**src/rtl/demux16_router.sv**
```systemverilog
// 1-to-2 valid/ready demultiplexer: each input word is steered by in_sel into
// one of two small per-port FIFOs, with per-port delivered-word counters.
module demux16_router #(
  parameter int WIDTH = 16,
  parameter int DEPTH = 2,
  parameter int CNT_W = 8
) (
  input  logic             clk,
  input  logic             rst_n,
  input  logic             in_valid,
  output logic             in_ready,
  input  logic [WIDTH-1:0] in_data,
  input  logic             in_sel,
  output logic             out0_valid,
  input  logic             out0_ready,
  output logic [WIDTH-1:0] out0_data,
  output logic             out1_valid,
  input  logic             out1_ready,
  output logic [WIDTH-1:0] out1_data,
  output logic [CNT_W-1:0] out0_count,
  output logic [CNT_W-1:0] out1_count,
  output logic [WIDTH-1:0] last_data,
  output logic             last_sel
);

  localparam int AW = $clog2(DEPTH);

  logic                       w_accept;
  logic [1:0]                 w_push;
  logic [1:0]                 w_pop;
  logic [1:0]                 w_valid;
  logic [1:0]                 w_full;
  logic [1:0]                 w_out_ready;
  logic [1:0][WIDTH-1:0]      w_head;
  logic [1:0][CNT_W-1:0]      w_count;
  logic [WIDTH-1:0]           r_last_data;
  logic                       r_last_sel;

  // Head-of-line blocking is intentional: only the selected port's space matters.
  assign in_ready    = in_sel ? ~w_full[1] : ~w_full[0];
  assign w_accept    = in_valid & in_ready;
  assign w_push      = {w_accept & in_sel, w_accept & ~in_sel};
  assign w_out_ready = {out1_ready, out0_ready};

  for (genvar p = 0; p < 2; p++) begin : g_port
    logic [WIDTH-1:0] r_mem [DEPTH];
    logic [AW-1:0]    r_wr_ptr;
    logic [AW-1:0]    r_rd_ptr;
    logic [AW:0]      r_occ;
    logic [CNT_W-1:0] r_count;

    assign w_valid[p] = (r_occ != '0);
    assign w_full[p]  = (r_occ == (AW+1)'(DEPTH));
    assign w_pop[p]   = w_valid[p] & w_out_ready[p];
    assign w_head[p]  = w_valid[p] ? r_mem[r_rd_ptr] : '0;
    assign w_count[p] = r_count;

    // NOTE: non-blocking assignments keep every register update in this block
    // seeing the pre-edge values, so push and pop in one cycle compose cleanly.
    always_ff @(posedge clk or negedge rst_n) begin
      if (!rst_n) begin
        r_wr_ptr <= '0;
        r_rd_ptr <= '0;
        r_occ    <= '0;
        r_count  <= '0;
      end else begin
        if (w_push[p]) r_wr_ptr <= r_wr_ptr + 1'b1;
        if (w_pop[p]) begin
          r_rd_ptr <= r_rd_ptr + 1'b1;
          r_count  <= r_count + 1'b1;
        end
        case ({w_push[p], w_pop[p]})
          2'b10:   r_occ <= r_occ + 1'b1;
          2'b01:   r_occ <= r_occ - 1'b1;
          default: r_occ <= r_occ;
        endcase
      end
    end

    // NOTE: storage is deliberately not reset; the head is only driven out when
    // occupancy is non-zero, so unwritten entries can never leak X.
    always_ff @(posedge clk) begin
      if (w_push[p]) r_mem[r_wr_ptr] <= in_data;
    end
  end

  always_ff @(posedge clk or negedge rst_n) begin
    if (!rst_n) begin
      r_last_data <= '0;
      r_last_sel  <= 1'b0;
    end else if (w_accept) begin
      r_last_data <= in_data;
      r_last_sel  <= in_sel;
    end
  end

  assign out0_valid = w_valid[0];
  assign out1_valid = w_valid[1];
  assign out0_data  = w_head[0];
  assign out1_data  = w_head[1];
  assign out0_count = w_count[0];
  assign out1_count = w_count[1];
  assign last_data  = r_last_data;
  assign last_sel   = r_last_sel;

endmodule

```
**config.mk**
```make
export PLATFORM = sky130hd
export DESIGN_NAME = demux16_router
export DESIGN_NICKNAME = d
export VERILOG_FILES = /design/src/rtl/demux16_router.sv
export SDC_FILE = /design/constraint.sdc
export NUM_CORES = 1
export LEC_CHECK = 0
export BUFFER_PORTS_ARGS = -buffer_cell sky130_fd_sc_hd__buf_2
export CAP_MARGIN = 20
export CORE_ASPECT_RATIO = 1.5
export CORE_MARGIN = 4
export CORE_UTILIZATION = 44
export CTS_CLUSTER_SIZE = 20
export DETAILED_ROUTE_END_ITERATION = 6
export PLACE_DENSITY = 0.65
export SLEW_MARGIN = 20
export SYNTH_ARGS = -nofsm -noshare
export SYNTH_HDL_FRONTEND = slang
export SYNTH_SLANG_ARGS = --single-unit
```
**constraint.sdc**
```tcl
create_clock -name clk -period 2.8 [get_ports clk]
set_clock_uncertainty 0.15 [all_clocks]
set_input_delay 0.14 -clock clk [delete_from_list [all_inputs] [get_ports clk]]
set_output_delay 0.14 -clock clk [all_outputs]
set_load 0.01 [all_outputs]
```
Word level (Yosys, flattened, before mapping)
Memories as Yosys holds them, arrays and structs flattened.
Cells that the tools add are included.
{"block": "word_totals", "output_inout_bits": 68, "register_bits": 41, "word_cells": 49, "ram_bits": 64, "inputBits": 22, "n_memories": 2}
{"block": "op_classes", "reduce_logical": 4, "eq_ne": 6, "muxes": 9, "n_addsub": 10, "bitwise_logic": 8}
{"memory": "g_port[0].r_mem", "words": 2, "word_bits": 16, "rd": 1, "rd_ports_with_merged_regs": 0, "write_ports": 1, "line_no": "46", "source": "logic [WIDTH-1:0] r_mem [DEPTH];"}
{"memory": "g_port[1].r_mem", "words": 2, "word_bits": 16, "rd": 1, "rd_ports_with_merged_regs": 0, "write_ports": 1, "line_no": "46"}
{"op": "16-bit 2-to-1 mux", "n": 2}
{"op": "8-bit by 1-bit adder with 8-bit output, second input constant", "n": 2}
{"op": "2-bit == test, second input constant", "n": 4}
{"op": "2-bit one-hot mux with 2 select lines", "n": 2}
{"op": "2-bit nonzero test", "n": 4}
{"op": "1-bit bitwise AND", "n": 5}
{"op": "1-bit 2-to-1 mux", "n": 5}
{"op": "1-bit adder, second input constant", "n": 4}
{"op": "2-bit by 1-bit adder with 2-bit output, second input constant", "n": 2}
{"op": "2-bit by 1-bit == test with 1-bit output, second input constant", "n": 2}
{"op": "2-bit by 1-bit subtractor with 2-bit output, second input constant", "n": 2}
{"op": "1-bit NOT", "n": 3}

Logic depth before layout (Yosys ltp)
{"block": "logic_depth", "depth_word": 7, "ltp_mapped": 8, "depth_no_buf": 7}

Least setup slack after synthesis
OpenSTA, ideal clock, no wires.
{"block": "synth_path", "path_type": "flip-flop to flip-flop", "start": "register g_port[1].r_occ[0]", "end": "memory g_port[1].r_mem[0][0], enable pin", "n_path_buf": 1, "slack_ns": 0.760, "setup_time_ns": 0.388, "t_required_ns": 2.262, "arrival_time_ns": 1.502, "stages_incl_launch_ff": 6, "period_less_slack_ns": 2.040, "path_cell_list": "dfrtp_1 buf_2 nand2b_1 and3_1 inv_1 nor2_1"}
{"block": "synth_between", "elab_chain_len": 7}
{"item": "from (decl)", "line_no": "49", "source": "logic [AW:0] r_occ;"}
{"item": "from (signal assigned)", "line_no": "73", "source": "2'b10: r_occ <= r_occ + 1'b1;"}
{"item": "from (signal assigned)", "line_no": "74", "source": "2'b01: r_occ <= r_occ - 1'b1;"}
{"item": "from (signal assigned)", "line_no": "75", "source": "default: r_occ <= r_occ;"}
{"item": "2-bit == test", "line_no": "53", "source": "assign w_full[p] = (r_occ == (AW+1)'(DEPTH));"}
{"item": "1-bit NOT", "line_no": "40", "source": "assign in_ready = in_sel ? ~w_full[1] : ~w_full[0];"}
{"item": "1-bit 2-to-1 mux", "line_no": "40"}
{"item": "1-bit bitwise AND", "line_no": "41", "source": "assign w_accept = in_valid & in_ready;"}
{"item": "1-bit bitwise AND", "line_no": "42", "source": "assign w_push = {w_accept & in_sel, w_accept & ~in_sel};"}
{"item": "1-bit 2-to-1 mux", "line_no": "83", "source": "if (w_push[p]) r_mem[r_wr_ptr] <= in_data;"}
{"item": "1-bit 2-to-1 mux (implied by the code)", "line_no": "83"}
{"item": "to (decl)", "line_no": "46"}
Every way passes these cells.

Worst setup path after layout
{"block": "layout_path", "start": "register g_port[1].r_rd_ptr", "end": "output out1_data[8]"}
{"block": "layout_between", "elab_chain_len": 2}
{"item": "from (decl)", "line_no": "48", "source": "logic [AW-1:0] r_rd_ptr;"}
{"item": "from (signal assigned)", "line_no": "69", "source": "r_rd_ptr <= r_rd_ptr + 1'b1;"}
{"item": "memory 2 x 16 bit"}
{"item": "16-bit 2-to-1 mux", "line_no": "55", "source": "assign w_head[p] = w_valid[p] ? r_mem[r_rd_ptr] : '0;"}
{"item": "to (decl)", "line_no": "19", "source": "output logic [WIDTH-1:0] out1_data,"}
Every way passes these cells.

==> flow_metrics.tcl <==
set metrics [dict create \
    clk_pin_slew_ps 60 \
    fillers 770 \
    grt_max_degree 42 \
    synth.distinct_cells 28 \
    hold_viol_final 0 \
    ir_worst_vdd_uv 512.5 \
    startpoint_type "flop" \
    final_nets 414 \
    timing.fmax_mhz 466.3 \
    die_w_um 87.82 \
    min_period_ps 2145 \
    crit_path_start "g_port[1].r_rd_ptr$_DFFE_PN0P_" \
    clockBufferDepth 2 \
    hold_path_end "g_port[1].r_rd_ptr$_DFFE_PN0P_" \
    yosysTopAreaCell "edfxtp_1" \
    ys_top_cells_by_area "edfxtp_1 46%, dfrtp_1 24%, mux2i_1 7.6%, nor2_1 3.7%, xnor2_1 3.3%" \
    synth.area.mux_share_pct 12.70 \
    routed_via_density 4.901 \
    worstReg2RegStart "g_port[0].r_occ[0]$_DFFE_PN0P_" \
    vias 2475 \
    slew_headroom_pct 35.11 \
    crit_path_max_fanout 17 \
    antenna_left 0 \
    grt_util_all_layers_pct 15.74 \
    setup_viol_count_final 0 \
    maxSlewViolCount 0 \
    fin_crit_sh_pct 76.59 \
    drive_gt1_share_pct 34.10 \
    synthCells 272 \
    outcome "finished clean" \
    powerDensity_nw_per_um2 1031 \
    io_buffers 89 \
    start_util_pct 45.18 \
    core_area_um2 9308 \
    first_global_vias 2469 \
    path_class "reg -> out" \
    avgSynthCellArea_um2 15.46 \
    yosysTopAreaCellShare_pct 45.70 \
    min_from "out1_ready" \
    wl_um 8409 \
    p_leak_nw 2.316 \
    clockRootBuffer "clkbuf_16" \
    r2r_cells 4 \
    diodes 0 \
    place_inst 472 \
    cts_tree "built" \
    synth_fa_ha_area_share_pct 1.190 \
    drcViolationCount 0 \
    stdcell_count 505 \
    cts.sink_count 105 \
    synth_warnings 0 \
    wl_per_cell_um 16.65 \
    cp.arrival_ps 1850 \
    ios 90 \
    synth_top_family_by_area "multiplexers" \
    hpwl_um 5664 \
    die_h_um 127.7 \
    synth_xor_area_share_pct 4.999 \
    syn2layout_area_growth_pct 24.37 \
    numCtsBuffers 9 \
    reg2reg_to "last_data[11]$_DFFE_PN0N_" \
    cp_data_required_time_ps 2510 \
    dieArea_um2 11220 \
    syn-num-nets 298 \
    syn_area_um2 4205 \
    r2r_slack_ps 910 \
    gp_congestion 0.7444 \
    whs_path_depth 3 \
    grt_first_pass_wirelength_um 12880 \
    cp-end-kind "primary output" \
    drt_pre_antenna_iters 4 \
    maxCapViolCount 0 \
    grt_overflow 0 \
    hold_class "in -> reg" \
    yosys.area_share.simple_pct 7.676 \
    synth_compound_area_share_pct 1.279 \
    max_slew.worst_pin.slew_ps 973.4 \
    setup_tns_ps 0 \
    h-tree-depth 3 \
    drt_iter0_markers 95 \
    rsz0062_at_grt "no" \
    clkLatencyLatePin_ps 340 \
    ys_ff_latch 105 \
    yosysSeqAreaShare_pct 70.10 \
    placementRows 43 \
    antenna_found_initial 0 \
]
[sequential cells by signal, summed over array words and instances (netlist names)]
register and flops:
last_sel 1, g_port.r_occ 4, g_port.r_wr_ptr 2, out0_count 8, last_data 16, g_port.r_mem 64
g_port.r_rd_ptr 2, out1_count 8
[power breakdown]
group	switching, mW	internal, mW	leakage [nW]
clock	0.509	0.620	0.134
combinational	0.951	0.894	1.10
sequential	0.397	2.02	1.08
[routing by layer]
metal,up-vias,wire [um],GRT usage [%]
met5,-,0,0
met4,0,188,8.220
met3,13,351,2.830
met2,53,4512,26.60
met1,1215,3357,18.86
li1,1194,-,-
[critical path, stage by stage (launching register included)]
cell and delay [ps]:
dfrtp_1 980, mux2i_1 310, nor2_1 70, buf_2 140
[how the worst max path moves through the flow]
stage                                      end  slack (ps)  depth (start not counted)
6_report                          out1_data[8]         660                          3
5_1_grt                          out0_data[10]         540                          3
2_1_floorplan  g_port[1].r_mem[0][0]$_DFFE_PP_         760                          5
3_3_place_gp                     out0_data[10]         950                          3
3_5_place_dp         last_data[13]$_DFFE_PN0N_         890                          4
4_1_cts                          out0_data[10]         590                          3
[synth_stat cells]
cell	instances
o211ai_4	1
clkbuf_1	2
buf_6	1
inv_1	6
nand2b_1	1
o21a_1	1
o21ai_2	2
nand2_1	10
and3_1	3
nand4_1	6
nand3_1	2
edfxtp_1	64
nand3b_2	1
xnor2_1	16
mux2_4	9
buf_2	5
a21o_1	1
mux2_2	7
mux2i_1	32
xor2_1	8
buf_12	1
dfrtp_1	41
nor3_1	4
nand3b_1	1
nor2_1	41
and2_1	1
nand2b_4	1
ha_1	4
[final cells by class]
type	instances	area [um^2]	area share (%)
multi-input combinational	152	1179	22.54
clock buffer	12	246.5	4.713
timing repair buffer	114	675.6	12.92
clock inverter	4	18.77	0.3589
inverter	6	22.52	0.4306
sequential	105	2948	56.36
tap	112	140.1	2.679
[cell usage in the layout (no fill, tap or decap), types with 4 or more instances in the layout]
cell	instances
buf_2	89
buf_4	8
clkbuf_16	9
dfrtp_1	41
dlygate4sd3_1	17
edfxtp_1	64
ha_1	4
inv_1	6
mux2_2	7
mux2_4	9
mux2i_1	32
nand2_1	10
nand4_1	6
nor2_1	38
nor3_1	4
xnor2_1	16
xor2_1	8
[kinds of logic after synthesis]
logic type,after synthesis
AO/OA/AOI/OAI,5
XOR/XNOR,24
buffers and inverters,15
multiplexers,48
AND/OR/NAND/NOR,71
flip-flops,105
adder cells (fa/ha/maj),4
[repair_timing]
item                      CTS  global route
buffers inserted            0             0
hold buffers               17             0
resized for setup           0             0
hold endpoints to repair  121             0
[stage by stage]
| step | hold slack (ps) | cell area, um^2 | power, mW | util [%] | setup WS [ps] |
|---|---|---|---|---|---|
| 6_report | 27.43 | 5230 | 5.393 | 56.19 | 655.4 |
| 5_1_grt | 56.66 | 5230 | 5.709 | 56.19 | 538.6 |
| 4_1_cts | 28.28 | 5230 | 5.477 | 56.19 | 590.4 |
| 3_5_place_dp | 197.8 | 4795 | 4.322 | 51.51 | 892.4 |
| 3_3_place_gp | 183.3 | 4795 | 4.284 | 51.51 | 946.8 |
| 2_1_floorplan | -305.6 | 4205 | 3.537 | - | 760.0 |
Note: power is estimated with default switching activity, not from simulation.
